File: src/rtl/comparator_32bit_signed_gteq_serial.sv
// Bit-serial signed comparator: scans a and b LSB-first, STEP bits per cycle, and reports ge = (a >= b).
// Optional eq output (a == b) is enabled by defining COMPARATOR_SERIAL_EQ_OUT_EN.
module comparator_32bit_signed_gteq_serial #(
    parameter int WIDTH = 32,
    parameter int STEP  = 1
) (
    input  logic             clk,
    input  logic             rst,
    input  logic             in_valid,
    output logic             in_ready,
    input  logic [WIDTH-1:0] a,
    input  logic [WIDTH-1:0] b,
    output logic             out_valid,
    input  logic             out_ready,
    output logic             ge
`ifdef COMPARATOR_SERIAL_EQ_OUT_EN
    ,
    output logic             eq
`endif
);

    localparam int N  = WIDTH / STEP;
    localparam int CW = $clog2(N) + 1;
    localparam logic [CW-1:0] LAST = CW'(N - 1);

    typedef enum logic [1:0] {
        IDLE = 2'd0,
        RUN  = 2'd1,
        DONE = 2'd2
    } state_t;

    state_t           state_reg;
    logic [CW-1:0]    cnt_reg;
    logic [WIDTH-1:0] a_sh_reg;
    logic [WIDTH-1:0] b_sh_reg;
    logic             ge_acc_reg;
    logic             ge_next;
    logic             last_group;
    logic [STEP:0]    ge_chain;

    assign last_group  = (cnt_reg == LAST);
    assign ge_chain[0] = ge_acc_reg;
    assign ge_next     = ge_chain[STEP];

`ifdef COMPARATOR_SERIAL_EQ_OUT_EN
    logic          eq_acc_reg;
    logic          eq_next;
    logic [STEP:0] eq_chain;

    assign eq_chain[0] = eq_acc_reg;
    assign eq_next     = eq_chain[STEP];
`endif

    // Higher bits later in the chain override lower ones, so the most significant
    // differing bit decides. At the sign bit a 1 means negative, hence b wins.
    generate
        for (genvar gi = 0; gi < STEP; gi++) begin : g_bit
            logic diff;
            logic sign_bit;
            assign diff           = a_sh_reg[gi] ^ b_sh_reg[gi];
            assign sign_bit       = last_group && (gi == STEP - 1);
            assign ge_chain[gi+1] = diff ? (sign_bit ? b_sh_reg[gi] : a_sh_reg[gi])
                                         : ge_chain[gi];
`ifdef COMPARATOR_SERIAL_EQ_OUT_EN
            assign eq_chain[gi+1] = eq_chain[gi] & ~diff;
`endif
        end
    endgenerate

    always_ff @(posedge clk or posedge rst) begin
        if (rst) begin
            state_reg  <= IDLE;
            in_ready   <= 1'b1;
            out_valid  <= 1'b0;
            ge         <= 1'b0;
            cnt_reg    <= '0;
            a_sh_reg   <= '0;
            b_sh_reg   <= '0;
            ge_acc_reg <= 1'b0;
`ifdef COMPARATOR_SERIAL_EQ_OUT_EN
            eq         <= 1'b0;
            eq_acc_reg <= 1'b0;
`endif
        end else begin
            case (state_reg)
                IDLE: begin
                    if (in_valid && in_ready) begin
                        a_sh_reg   <= a;
                        b_sh_reg   <= b;
                        ge_acc_reg <= 1'b1;
`ifdef COMPARATOR_SERIAL_EQ_OUT_EN
                        eq_acc_reg <= 1'b1;
`endif
                        cnt_reg    <= '0;
                        in_ready   <= 1'b0;
                        state_reg  <= RUN;
                    end
                end
                RUN: begin
                    a_sh_reg   <= a_sh_reg >> STEP;
                    b_sh_reg   <= b_sh_reg >> STEP;
                    ge_acc_reg <= ge_next;
`ifdef COMPARATOR_SERIAL_EQ_OUT_EN
                    eq_acc_reg <= eq_next;
`endif
                    if (last_group) begin
                        ge        <= ge_next;
`ifdef COMPARATOR_SERIAL_EQ_OUT_EN
                        eq        <= eq_next;
`endif
                        out_valid <= 1'b1;
                        cnt_reg   <= '0;
                        state_reg <= DONE;
                    end else begin
                        cnt_reg <= cnt_reg + 1'b1;
                    end
                end
                DONE: begin
                    // Results stay on ge/eq after the handshake until the next DONE entry.
                    if (out_ready) begin
                        out_valid <= 1'b0;
                        in_ready  <= 1'b1;
                        state_reg <= IDLE;
                    end
                end
                default: begin
                    state_reg <= IDLE;
                    in_ready  <= 1'b1;
                    out_valid <= 1'b0;
                end
            endcase
        end
    end

endmodule

File: config.mk
export PLATFORM = sky130hd
export DESIGN_NAME = comparator_32bit_signed_gteq_serial
export DESIGN_NICKNAME = d
export VERILOG_FILES = /design/src/rtl/comparator_32bit_signed_gteq_serial.sv
export SDC_FILE = /design/constraint.sdc
export NUM_CORES = 1
export LEC_CHECK = 0
export CAP_MARGIN = 20
export CORE_ASPECT_RATIO = 0.9
export CORE_UTILIZATION = 46
export CTS_CLUSTER_SIZE = 24
export DETAILED_ROUTE_END_ITERATION = 10
export PLACE_DENSITY = 0.77
export SLEW_MARGIN = 20
export SYNTH_ARGS = -nofsm -noshare
export SYNTH_HDL_FRONTEND = slang
export SYNTH_SLANG_ARGS = --single-unit
export TNS_END_PERCENT = 30
File: constraint.sdc
create_clock -name clk -period 2.38 [get_ports clk]
set_input_delay 0.476 -clock clk [delete_from_list [all_inputs] [get_ports clk]]
set_output_delay 0.476 -clock clk [all_outputs]
set_load 0.01 [all_outputs]
======== Yosys cells after proc, flatten, opt, wreduce, memory -nomap -nowiden ========
Index checks and enable logic that the tools add are counted.
word-level totals
  flip-flop bits (word level) ............. 76
  input port bits ......................... 68
  output and inout bits ................... 3
  word-level logic and storage cells ...... 47
operators by class
  add/subtract/negate cells ............... 1
  equal/unequal tests ..................... 6
  muxes and demuxes ....................... 21
  bitwise operators ....................... 3
  reduce and logical (&&, ||, !) cells .... 8
operators with widths
  operator                                                          number
  32-bit one-hot mux with 2 select lines                            2
  32-bit two-way mux                                                2
  6-bit two-way mux                                                 2
  6-bit one-hot mux with 2 select lines                             1
  3-bit AND reduction                                               3
  1-bit two-way mux                                                 7
  6-bit by 1-bit adder with 6-bit output (second input constant)    1
  6-bit by 5-bit == test with 1-bit output (second input constant)  1
  2-bit two-way mux                                                 3
  2-bit != test (second input constant)                             3
  1-bit one-hot mux with 3 select lines                             2
  2-bit one-hot mux with 3 select lines                             1
  2-bit AND reduction                                               2
  2-bit by 1-bit == test with 1-bit output (second input constant)  1
  2-bit == test (second input constant)                             1
  2-bit logical NOT                                                 1
  1-bit inverter                                                    2
  1-bit one-hot mux with 2 select lines                             1
  2-bit nonzero test                                                1
  1-bit logical AND                                                 1
  1-bit bitwise XOR                                                 1

======== Logic depth before layout (Yosys ltp) ========
Gate-level depths: netlist of the first run.
  depth in word-level cells ............... 4
  mapped depth ............................ 7
  mapped depth without buffers ............ 5

======== Worst setup path before layout of the first run ========
No wires, ideal clock.
  path kind ............................... register to register
  start point ............................. register in_ready
  end point ............................... register cnt_reg[3]
  library setup time ...................... 0.087 ns
  data arrival time ....................... 1.535 ns
  setup slack ............................. 0.758 ns
  cell stages (with the launch flop) ...... 6
  path buffers ............................ 1
  path through ............................ dfstp_2 a21oi_2 or2_0 buf_2 or4_1 o211ai_1
between the ends
  cells in the longest elaborated chain, start to end .. 3
ends and longest elaborated chain
  what                                  RTL line  RTL
  from (decl)                           10        output logic in_ready,
  from (signal assigned)                73        in_ready <= 1'b1;
  from (signal assigned)                95        in_ready <= 1'b0;
  from (signal assigned)                122       in_ready <= 1'b1;
  1-bit logical AND                     87        if (in_valid && in_ready) begin
  2-bit != test (no source line)        n/a
  2-bit AND reduction (no source line)  n/a
  to (signal assigned)                  115       cnt_reg <= cnt_reg + 1'b1;
  to (decl)                             33        logic [CW-1:0] cnt_reg;
No other way between the ends.
A chain may end at the register's enable or synchronous reset.

======== Final worst setup path of the first run ========
  start point ............................. register in_ready
  end point ............................... output port in_ready
No word-level cell between the ends.

==> key figures, run 1 <==
Outcome
  • Run status: complete, no violations

Yosys
  • Synth Area in Simple Gates: 0.240
  • Sequential share of the synthesized area: 0.554
  • Syn_area_per_cell: 8.46 um2
  • Mux share of post-synthesis cell area: 0.00328
  • Cells after synthesis: a little over 400
  • Post-synth net total: 475
  • Adder-cell share of the synthesized area: 0.00655
  • Most numerous cell in the Yosys netlist: nand2_1
  • Post-synth top cells: nand2_1 (134), dfrtp_1 (75), nor2_1 (69), a31oi_1 (63), clkbuf_1 (16)
  • Compound-gate portion of the synthesized area: 0.150
  • Register bit total from synthesis: 76
  • Post-synth cell types: 33
  • Synth warnings: 0
  • Synth area leaders: dfrtp_1 (55%), nand2_1 (15%), a31oi_1 (11%), nor2_1 (7.5%), buf_2 (1.9%)
  • Largest family of logic cells by synthesized area: simple AND/OR/NAND/NOR gates
  • Largest area contributor in the netlist: dfrtp_1
  • Mapped Area: 3440 um2
  • Post-synth top area share: 0.546
  • EDFF count, synth: 0
  • Ys flop type: dfrtp_1
  • Synth Area in XOR/XNOR: 0.00510
  • Async SR Flop Fraction: 1.00

Final layout
  • Filler Cell Count: 632
  • ANT cells: 0
  • Area Growth Syn to Fin: 29.1%
  • Final cell count without fillers: 562
  • Fin nets: 533
  • Fraction of layout cells with a size suffix above 1: 0.0618

Timing
  • Slew headroom: 0.627
  • RSZ-0062 raised after global routing: false
  • Worst-margin pin slew: 0.555 ns
  • Endpoints failing hold: 0
  • Highest clock rate: around 0.52 GHz
  • Final worst path period share: 0.808
  • Final-report max-slew violation count: 0
  • Crit path time final: 1.92 ns
  • Clock skew: 0.00457 ns
  • Setup TNS: 0 ns
  • Final setup violation count: 0

Clocking
  • Clock-pin slew on the worst setup and hold paths: ~0.080 ns
  • H-tree depth: 3
  • CTS Buf Count: 9
  • Worst skew pair latency: 0.33 ns
  • CTS tree: yes
  • Resized cells post-CTS: 0
  • Sink Count: 76
  • Clock Path Buffers: 2
  • Hold bufs inserted after CTS: 0
  • Setup Buffers After CTS: 0
  • Root Buffer: clkbuf_8

Global route
  • Vias in the first global route: 2733
  • Initial antenna violation count: 0
  • GR Overflow Total: 0
  • Total global-route track usage: 0.196
  • First-pass GRT wire length: 12200 um
  • Largest net degree at the start of global routing: 81

Routing
  • 1st-iter DRT viols: roughly 190
  • Final ANT Viol Nets: 0
  • Vias per cell: 5.19
  • DR DRC count: 0
  • Routed WL: 6940 um
  • DR WL/cell: 12.3 um
  • Vias: 2914
  • Drt first pass iters: 4

Floorplan
  • Die W: a little over 90 um
  • Initial Util: 0.481
  • Vert. Die Dim: 84.0 um
  • IO Pins: a little over 70
  • Die area: 7820 um2
  • Core region area: 7150 um2
  • Row cnt: 29

Critical path
  • Reg-to-reg critical path endpoint: ge
  • Worst Setup End Kind: primary output
  • Critical path arrival: 1.45 ns
  • Crit path to: in_ready
  • Crit path max-delay family: flip-flops
  • WP depth: 1
  • Cell count of the worst reg-to-reg path: 5
  • Buf/Inv on CP: 1
  • R2R setup slack: 0.68 ns
  • WS Path Type: reg2out
  • Reg2reg start: cnt_reg[0]
  • Origin of the worst setup path: in_ready
  • Crit-path cells: clkdlybuf4s50_1
  • Crit-path max FO: 5
  • Worst EP required: 1.90 ns
  • CP max stage cell: dfstp_2
  • Crit-path max cell delay: 0.57 ns
  • CP Launch Type: flop

Place
  • Final HPWL DP: 4530 um
  • IO Port Bufs: 70
  • Placer Congestion: about 0.75
  • Placed cells: 546

Hold path
  • Hold WC Path Type: reg2reg

Power and ir drop
  • Worst VDD drop: 0.814 mV
  • Overall Power: 5.58 mW
  • Power density over the cells: 1260 nW/um2
  • Lkg Pwr: 1.92 nW

Job
  • Max cap viols: 0
cell type report:
class,instances,area (um2),share of cell area
multi-input cells,297,1410,0.317
inverters,3,15.0,0.00339
clock buffers,12,155,0.0350
well taps,93,116,0.0262
clock inverters,4,47.5,0.0107
flip-flops and latches,76,1900,0.429
repair buffers,77,791,0.178
logic make-up after synthesis:
family,count (synthesis)
xor+xnor,2
simple gates,212
fa+ha+maj,2
mux,1
flops,76
compound gates,80
buf+inv,33
through the flow:
| step | utilization | hold WS (ns) | setup slack, ns | cell area (um2) |
|---|---|---|---|---|
| 6_report | 0.620 | 0.518 | 0.457 | 4430 |
| 5_1_grt | 0.620 | 0.543 | 0.400 | 4430 |
| 4_1_cts | 0.620 | 0.522 | 0.435 | 4430 |
| 3_5_place_dp | 0.592 | 0.501 | 0.243 | 4230 |
| 3_3_place_gp | 0.592 | 0.488 | 0.271 | 4230 |
| 2_1_floorplan | - | 0.473 | 0.758 | 3440 |
where the power goes:
part           leakage [nW]  internal (mW)  switching, mW
logic                 0.935          0.950           1.34
clock network         0.102          0.539          0.448
registers             0.879           1.95          0.367
total                  1.92           3.43           2.15
layer usage:
layer / up-vias / routed length, um / global-route usage
li1: 1476 / - / -
met1: 1362 / 3410 / 0.284
met2: 71 / 3150 / 0.297
met3: 5 / 326 / 0.0355
met4: 0 / 46 / 0.0671
met5: - / 0 / 0
layout by cell type, fill, tap and decap left out:
cell / count
a211o_1: 1
a21o_1: 1
a21oi_1: 2
a21oi_2: 1
a22o_1: 3
a31oi_1: 63
buf_12: 3
buf_4: 4
bufinv_16: 1
clkbuf_1: 1
clkbuf_8: 11
clkdlybuf4s50_1: 70
clkinv_2: 2
clkinvlp_4: 2
dfrtp_1: 75
dfstp_2: 1
ha_1: 1
inv_1: 2
maj3_1: 1
mux2_2: 1
nand2_1: 133
nand2_2: 1
nand2b_1: 1
nand3_1: 1
nor2_1: 68
nor2_4: 1
nor2b_4: 1
nor3_1: 1
nor4_1: 1
nor4b_1: 1
nor4bb_1: 1
o211ai_1: 1
o21ai_0: 4
o21bai_1: 1
o22a_1: 1
o31ai_1: 2
or2_0: 1
or4_1: 1
xnor2_1: 1
xor2_1: 1
worst register-to-register path, stage by stage, from the launching register on:
cell	delay (ns)
dfrtp_1	0.40
ha_1	0.19
nand2_1	0.09
nor3_1	0.47
nand2_1	0.15
mux2_2	0.29
how the worst min path moves through the flow:
stage / start / to / slack (ns) / depth (start not counted)
finish: a_sh_reg[31] / a_sh_reg[31] / 0.52 / 1
floorplan: a_sh_reg[31] / a_sh_reg[31] / 0.47 / 1
global placement: out_valid / out_valid / 0.49 / 2
global route: ge / ge / 0.54 / 1
CTS: ge / ge / 0.52 / 1
detailed placement: a_sh_reg[31] / a_sh_reg[31] / 0.50 / 1
Power figures use the tool's default switching activity.
==> run 2, diff against run 1 <==
- CORE_UTILIZATION: 46 -> 51
- PLACE_DENSITY: 0.77 -> 0.81
- clock period: 2.38 -> 1.9 ns (I/O delays scaled with it)
==> run 2 against run 1 <==
Effect of this change: sequential share of layout area is 0.61 points lower; combinational power increased by 32%; sequential cell count unchanged; clock power up 36%; worst hold slack got worse by 0.055 ns.
==> key figures, run 2 (synthesis gave the netlist of run 1 again) <==
Clocking
  • Root Buffer: clkbuf_8
  • Resized cells post-CTS: 0 (unchanged)
  • Clock Path Buffers: 2 (unchanged)
  • Worst skew pair latency: 0.34 ns (about the same)
  • H-tree depth: 3 (unchanged)
  • CTS Buf Count: 9 (unchanged)
  • Clock-pin slew on the worst setup and hold paths: 0.07 ns (about the same)
  • CTS tree: yes
  • Hold bufs inserted after CTS: 0 (unchanged)
  • Sink Count: 76 (unchanged)
  • Setup Buffers After CTS: 0 (unchanged)

Power and ir drop
  • Lkg Pwr: 1.96 nW (+2.4%)
  • Overall Power: 7.28 mW (+30%)
  • Worst VDD drop: 0.769 mV (-5.5%)
  • Power density over the cells: 1620 nW/um2 (+29%)

Timing
  • Worst-margin pin slew: 0.407 ns (-0.147 ns)
  • Slew headroom: 0.729 (+0.101)
  • Post-route setup slack: 0.0803 ns (-0.377 ns)
  • RSZ-0062 raised after global routing: false
  • Clock skew: 0.00717 ns (+0.00259 ns)
  • Final worst path period share: 0.958
  • Hold slack: 0.463 ns (-0.0552 ns)
  • Setup TNS: 0 ns (unchanged)
  • Final setup violation count: 0 (unchanged)
  • Highest clock rate: roughly 0.55 GHz
  • Endpoints failing hold: 0 (unchanged)
  • Crit path time final: 1.82 ns
  • Final-report max-slew violation count: 0 (unchanged)

Global route
  • First-pass GRT wire length: 12400 um (+1.7%)
  • Total global-route track usage: 0.229 (+0.0326)
  • Initial antenna violation count: 0 (unchanged)
  • Largest net degree at the start of global routing: 77 (-4.9%)
  • GR Overflow Total: 0 (unchanged)
  • Vias in the first global route: 2785 (+1.9%)

Job
  • Max cap viols: 0 (unchanged)

Routing
  • Routed WL: 7440 um (+7.3%)
  • Drt first pass iters: 5 (+1)
  • DR WL/cell: 13.2 um (+7.3%)
  • Vias per cell: 5.34 (+3.0%)
  • 1st-iter DRT viols: 194 (+0.52%)
  • Final ANT Viol Nets: 0 (unchanged)
  • DR DRC count: 0 (unchanged)
  • Vias: 3000 (+3.0%)

Hold path
  • Hold WC Path Type: in2async

Critical path
  • Crit path max-delay family: flip-flops
  • Critical path arrival: 1.44 ns (about the same)
  • CP Launch Type: flop
  • Worst EP required: 1.52 ns (-0.38 ns)
  • CP max stage cell: dfstp_2
  • Crit-path max FO: 5 (unchanged)
  • Crit-path max cell delay: 0.57 ns (about the same)
  • Worst Setup End Kind: primary output
  • WS Path Type: reg2out
  • Crit-path cells: clkdlybuf4s50_1
  • Buf/Inv on CP: 1 (unchanged)

Floorplan
  • IO Pins: 71 (unchanged)
  • Die W: 88.5 um (-4.9%)
  • Row cnt: 27 (-6.9%)
  • Vert. Die Dim: 79.9 um (-4.9%)
  • Initial Util: 0.544 (+0.0632)
  • Die area: 7070 um2 (-9.6%)
  • Core region area: 6320 um2 (-12%)

Place
  • IO Port Bufs: 70 (unchanged)
  • Placer Congestion: 0.769 (+1.9%)
  • Final HPWL DP: 4940 um (+9.1%)
  • Pre-CTS setup slack: -0.0527 ns (-0.296 ns)
  • Placed cells: 546 (unchanged)

Final layout
  • Fin nets: 539 (+1.1%)
  • Commonest non-fill, non-tap cell in the layout: nand2_1
  • Fraction of layout cells with a size suffix above 1: 0.0737 (+0.0119)
  • Most frequent cells in the layout: nand2_1 (133), dfrtp_1 (75), clkdlybuf4s50_1 (70)
  • ANT cells: 0 (unchanged)
  • Area Growth Syn to Fin: 30.9%
  • Filler Cell Count: 498 (-21%)
  • Final cell count without fillers: 562 (unchanged)

Outcome
  • Run status: complete, no violations
==> run 2: cell count changes in the layout (fill, tap and decap cells not counted) <==
cell | previous run | this run
clkbuf_8 | 11 | 10
buf_12 | 3 | 4
buf_4 | 4 | 9
bufinv_16 | 1 | 2
clkinvlp_4 | 2 | 1
clkinv_2 | 2 | 3
==> run 2: worst paths after layout <==
path	start	endpoint	slack, ns	cells after the start
min	rst	b_sh_reg[22]	0.46	3
min in group clk	out_valid	out_valid	0.51	2
min reg2reg	out_valid	out_valid	0.51	2
max	in_ready	in_ready	0.08	1
max in group asynchronous	rst	in_ready	1.06	3
max reg2reg	in_ready	a_sh_reg[15]	0.30	6
==> run 2: metal layers <==
metal	vias to the layer above	global-route usage	wire [um]
met5	-	0	0
met3	16	0.0434	358
li1	1487	-	-
met1	1412	0.310	3310
met2	85	0.360	3640
met4	0	0.0952	132
==> run 2: area by class of cell <==
| type | count | area, um2 | area share |
|---|---|---|---|
| clock buffers | 11 | 141 | 0.0314 |
| clock inverters | 5 | 75.1 | 0.0167 |
| inverters | 3 | 15.0 | 0.00334 |
| multi-input cells | 297 | 1410 | 0.313 |
| flip-flops and latches | 76 | 1900 | 0.423 |
| well taps | 87 | 109 | 0.0242 |
| repair buffers | 83 | 848 | 0.189 |
==> run 2: through the flow <==
stage / area (um2) / util
6_report: 4500 / 0.712
5_1_grt: 4500 / 0.712
4_1_cts: 4500 / 0.712
3_5_place_dp: 4280 / 0.678
3_3_place_gp: 4280 / 0.678
2_1_floorplan: 3440 / -
==> run 2: report_power, final <==
part           internal [mW]  switching, mW  total (mW)
logic                   1.29           1.74        3.03
clock network          0.770          0.567        1.34
registers               2.44          0.476        2.91
total                   4.49           2.79        7.28
==> run 3, diff against run 2 <==
- CORE_UTILIZATION: 51 -> 53
- CTS_BUF_LIST: default -> sky130_fd_sc_hd__clkbuf_8
- PLACE_DENSITY: 0.81 -> 0.83
==> run 3 against run 2 <==
Effect of this change: first-iteration DRC count decreased by 26%; design area is 0.31% higher; sequential cell count unchanged; register-to-register slack worse by 0.05 ns; non-clock buffer count increased by 1; core utilization grew 1.8 points; power down 1.1%; routed wire length decreased by 1.8%; maximum frequency down 0.71%; largest power group unchanged; clock power shrank 4%; worst hold slack lost 0.064 ns.
==> key figures, run 3 (synthesis gave the netlist of run 1 again) <==
Routing
  • DR WL/cell: 13.0 um (-1.9%)
  • 1st-iter DRT viols: 144 (-26%)
  • Vias: 2982 (-0.60%)
  • Drt first pass iters: 4 (-1)
  • Vias per cell: 5.30 (-0.78%)
  • Top Metal Used: met4
  • Metal-1 WL: 3340 um (+0.97%)
  • Final ANT Viol Nets: 0 (unchanged)
  • Routed WL: 7310 um (-1.8%)
  • Wire length on met2: 3560 um (-2.4%)
  • Met3 routed WL: 314 um (-12%)
  • DR DRC count: 0 (unchanged)

Power and ir drop
  • Overall Power: 7.20 mW (-1.1%)
  • Worst VDD drop: 0.807 mV (+5.1%)
  • Power density over the cells: 1600 nW/um2 (-1.4%)
  • Lkg Pwr: 1.96 nW (-0.12%)

Critical path
  • Worst EP required: 1.52 ns (about the same)
  • Worst Setup End Kind: primary output
  • CP max stage cell: dfstp_2
  • CP Launch Type: flop
  • WS Path Type: reg2out
  • Crit-path cells: clkdlybuf4s50_1
  • Crit path max-delay family: flip-flops
  • Cell count of the worst reg-to-reg path: 5 (-1)
  • Crit-path max FO: 5 (unchanged)
  • Crit-path max cell delay: 0.57 ns (about the same)
  • WP depth: 1 (unchanged)
  • Critical path arrival: 1.45 ns (about the same)
  • Buf/Inv on CP: 1 (unchanged)

Timing
  • RSZ-0062 raised after global routing: false
  • Highest clock rate: 0.546 GHz (-0.71%)
  • Final-report max-slew violation count: 0 (unchanged)
  • Final setup violation count: 0 (unchanged)
  • Worst-margin pin slew: 0.473 ns (+0.0653 ns)
  • Endpoints failing hold: 0 (unchanged)
  • Crit path time final: 1.83 ns (+0.0130 ns)
  • Slew headroom: 0.683 (-0.0460)
  • Setup TNS: 0 ns (unchanged)
  • Clock skew: 0.0119 ns (+0.00476 ns)
  • Final worst path period share: 0.965 (+0.00685)

Final layout
  • Area Growth Syn to Fin: 31.3%
  • Most frequent cells in the layout: nand2_1 (133), dfrtp_1 (75), clkdlybuf4s50_1 (70)
  • Fraction of layout cells with a size suffix above 1: 0.0777 (+0.00405)
  • Final cell count without fillers: 563 (+0.18%)
  • Commonest non-fill, non-tap cell in the layout: nand2_1
  • ANT cells: 0 (unchanged)
  • Fin nets: 540 (+0.19%)

Clocking
  • Setup Buffers After CTS: 0 (unchanged)
  • Sink Count: 76 (unchanged)
  • CTS Buf Count: 9 (unchanged)
  • Clock-pin slew on the worst setup and hold paths: 0.08 ns (about the same)
  • Root Buffer: clkbuf_8
  • Clock Path Buffers: 2 (unchanged)
  • Resized cells post-CTS: 0 (unchanged)
  • Hold bufs inserted after CTS: 0 (unchanged)
  • H-tree depth: 3 (unchanged)
  • CTS tree: yes
  • Worst skew pair latency: 0.34 ns (about the same)

Global route
  • First-pass GRT wire length: 12600 um (+1.4%)
  • Largest net degree at the start of global routing: 70 (-9.1%)
  • Initial antenna violation count: 0 (unchanged)
  • Total global-route track usage: 0.237 (+0.00862)
  • Vias in the first global route: 2880 (+3.4%)
  • GR Overflow Total: 0 (unchanged)

Place
  • Placer Congestion: 0.810 (+5.2%)
  • IO Port Bufs: 70 (unchanged)
  • Placed cells: 547 (+0.18%)
  • Final HPWL DP: 4990 um (+0.98%)

Floorplan
  • Initial Util: 0.556 (+0.0119)
  • Row cnt: 27 (unchanged)
  • Die area: 6810 um2 (-3.7%)
  • Vert. Die Dim: 78.4 um (-1.9%)
  • IO Pins: 71 (unchanged)
  • Die W: 86.9 um (-1.9%)
  • Core region area: 6180 um2 (-2.1%)

Outcome
  • Run status: complete, no violations

Job
  • Max cap viols: 0 (unchanged)

Hold path
  • Hold WC Path Type: in2async
-- run 3: cell count changes in the layout (fill, tap and decap cells not counted), sizes merged --
cell | before | now
inv | 2 | 3
clkinv | 3 | 1
clkinvlp | 1 | 3
buf | 13 | 14
bufinv | 2 | 1
-- run 3: final cells by class --
cell class                      count  area, um2
Clock buffer                       11        151
Clock inverter                      5       58.8
Fill cell                         479       1670
Inverter                            3       15.0
Multi-Input combinational cell    297       1410
Sequential cell                    76       1900
Tap cell                           87        109
Timing Repair Buffer               84        868
-- run 3: worst reg2reg max path, cell delays in order (launching register included) --
cell	delay, ns
dfrtp_1	0.39
ha_1	0.19
nand2_1	0.10
nor3_1	0.43
nand2_1	0.15
mux2_2	0.29
-- run 3: power by group --
group / internal (mW) / switching, mW / total [mW] / leakage [nW]
logic: 1.29 / 1.73 / 3.02 / 0.980
registers: 2.44 / 0.464 / 2.90 / 0.879
clock network: 0.681 / 0.596 / 1.28 / 0.102
total: 4.41 / 2.79 / 7.20 / 1.96
-- run 3: metrics by stage --
stage / area, um2 / setup slack, ns / hold slack, ns / util
2_1_floorplan: 3440 / 0.278 / 0.466 / -
3_3_place_gp: 4300 / 0.0401 / 0.490 / 0.696
3_5_place_dp: 4300 / -0.0132 / 0.495 / 0.696
4_1_cts: 4510 / 0.0540 / 0.403 / 0.730
5_1_grt: 4510 / 0.0249 / 0.443 / 0.730
6_report: 4510 / 0.0672 / 0.399 / 0.730
-- run 3: path summary, 6_finish.rpt --
path	end	start	slack (ns)
min reg2reg	out_valid	out_valid	0.51
max reg2reg	ge	cnt_reg[0]	0.25
max	in_ready	in_ready	0.07
max in group asynchronous	in_ready	rst	0.97
min	a_sh_reg[9]	rst	0.40
min in group clk	out_valid	out_valid	0.51
-- run 3: metal layers --
layer  up-vias  track usage
met5         -            0
met4         0       0.0817
met3        12       0.0421
met2        79        0.387
met1      1401        0.321
li1       1490            -
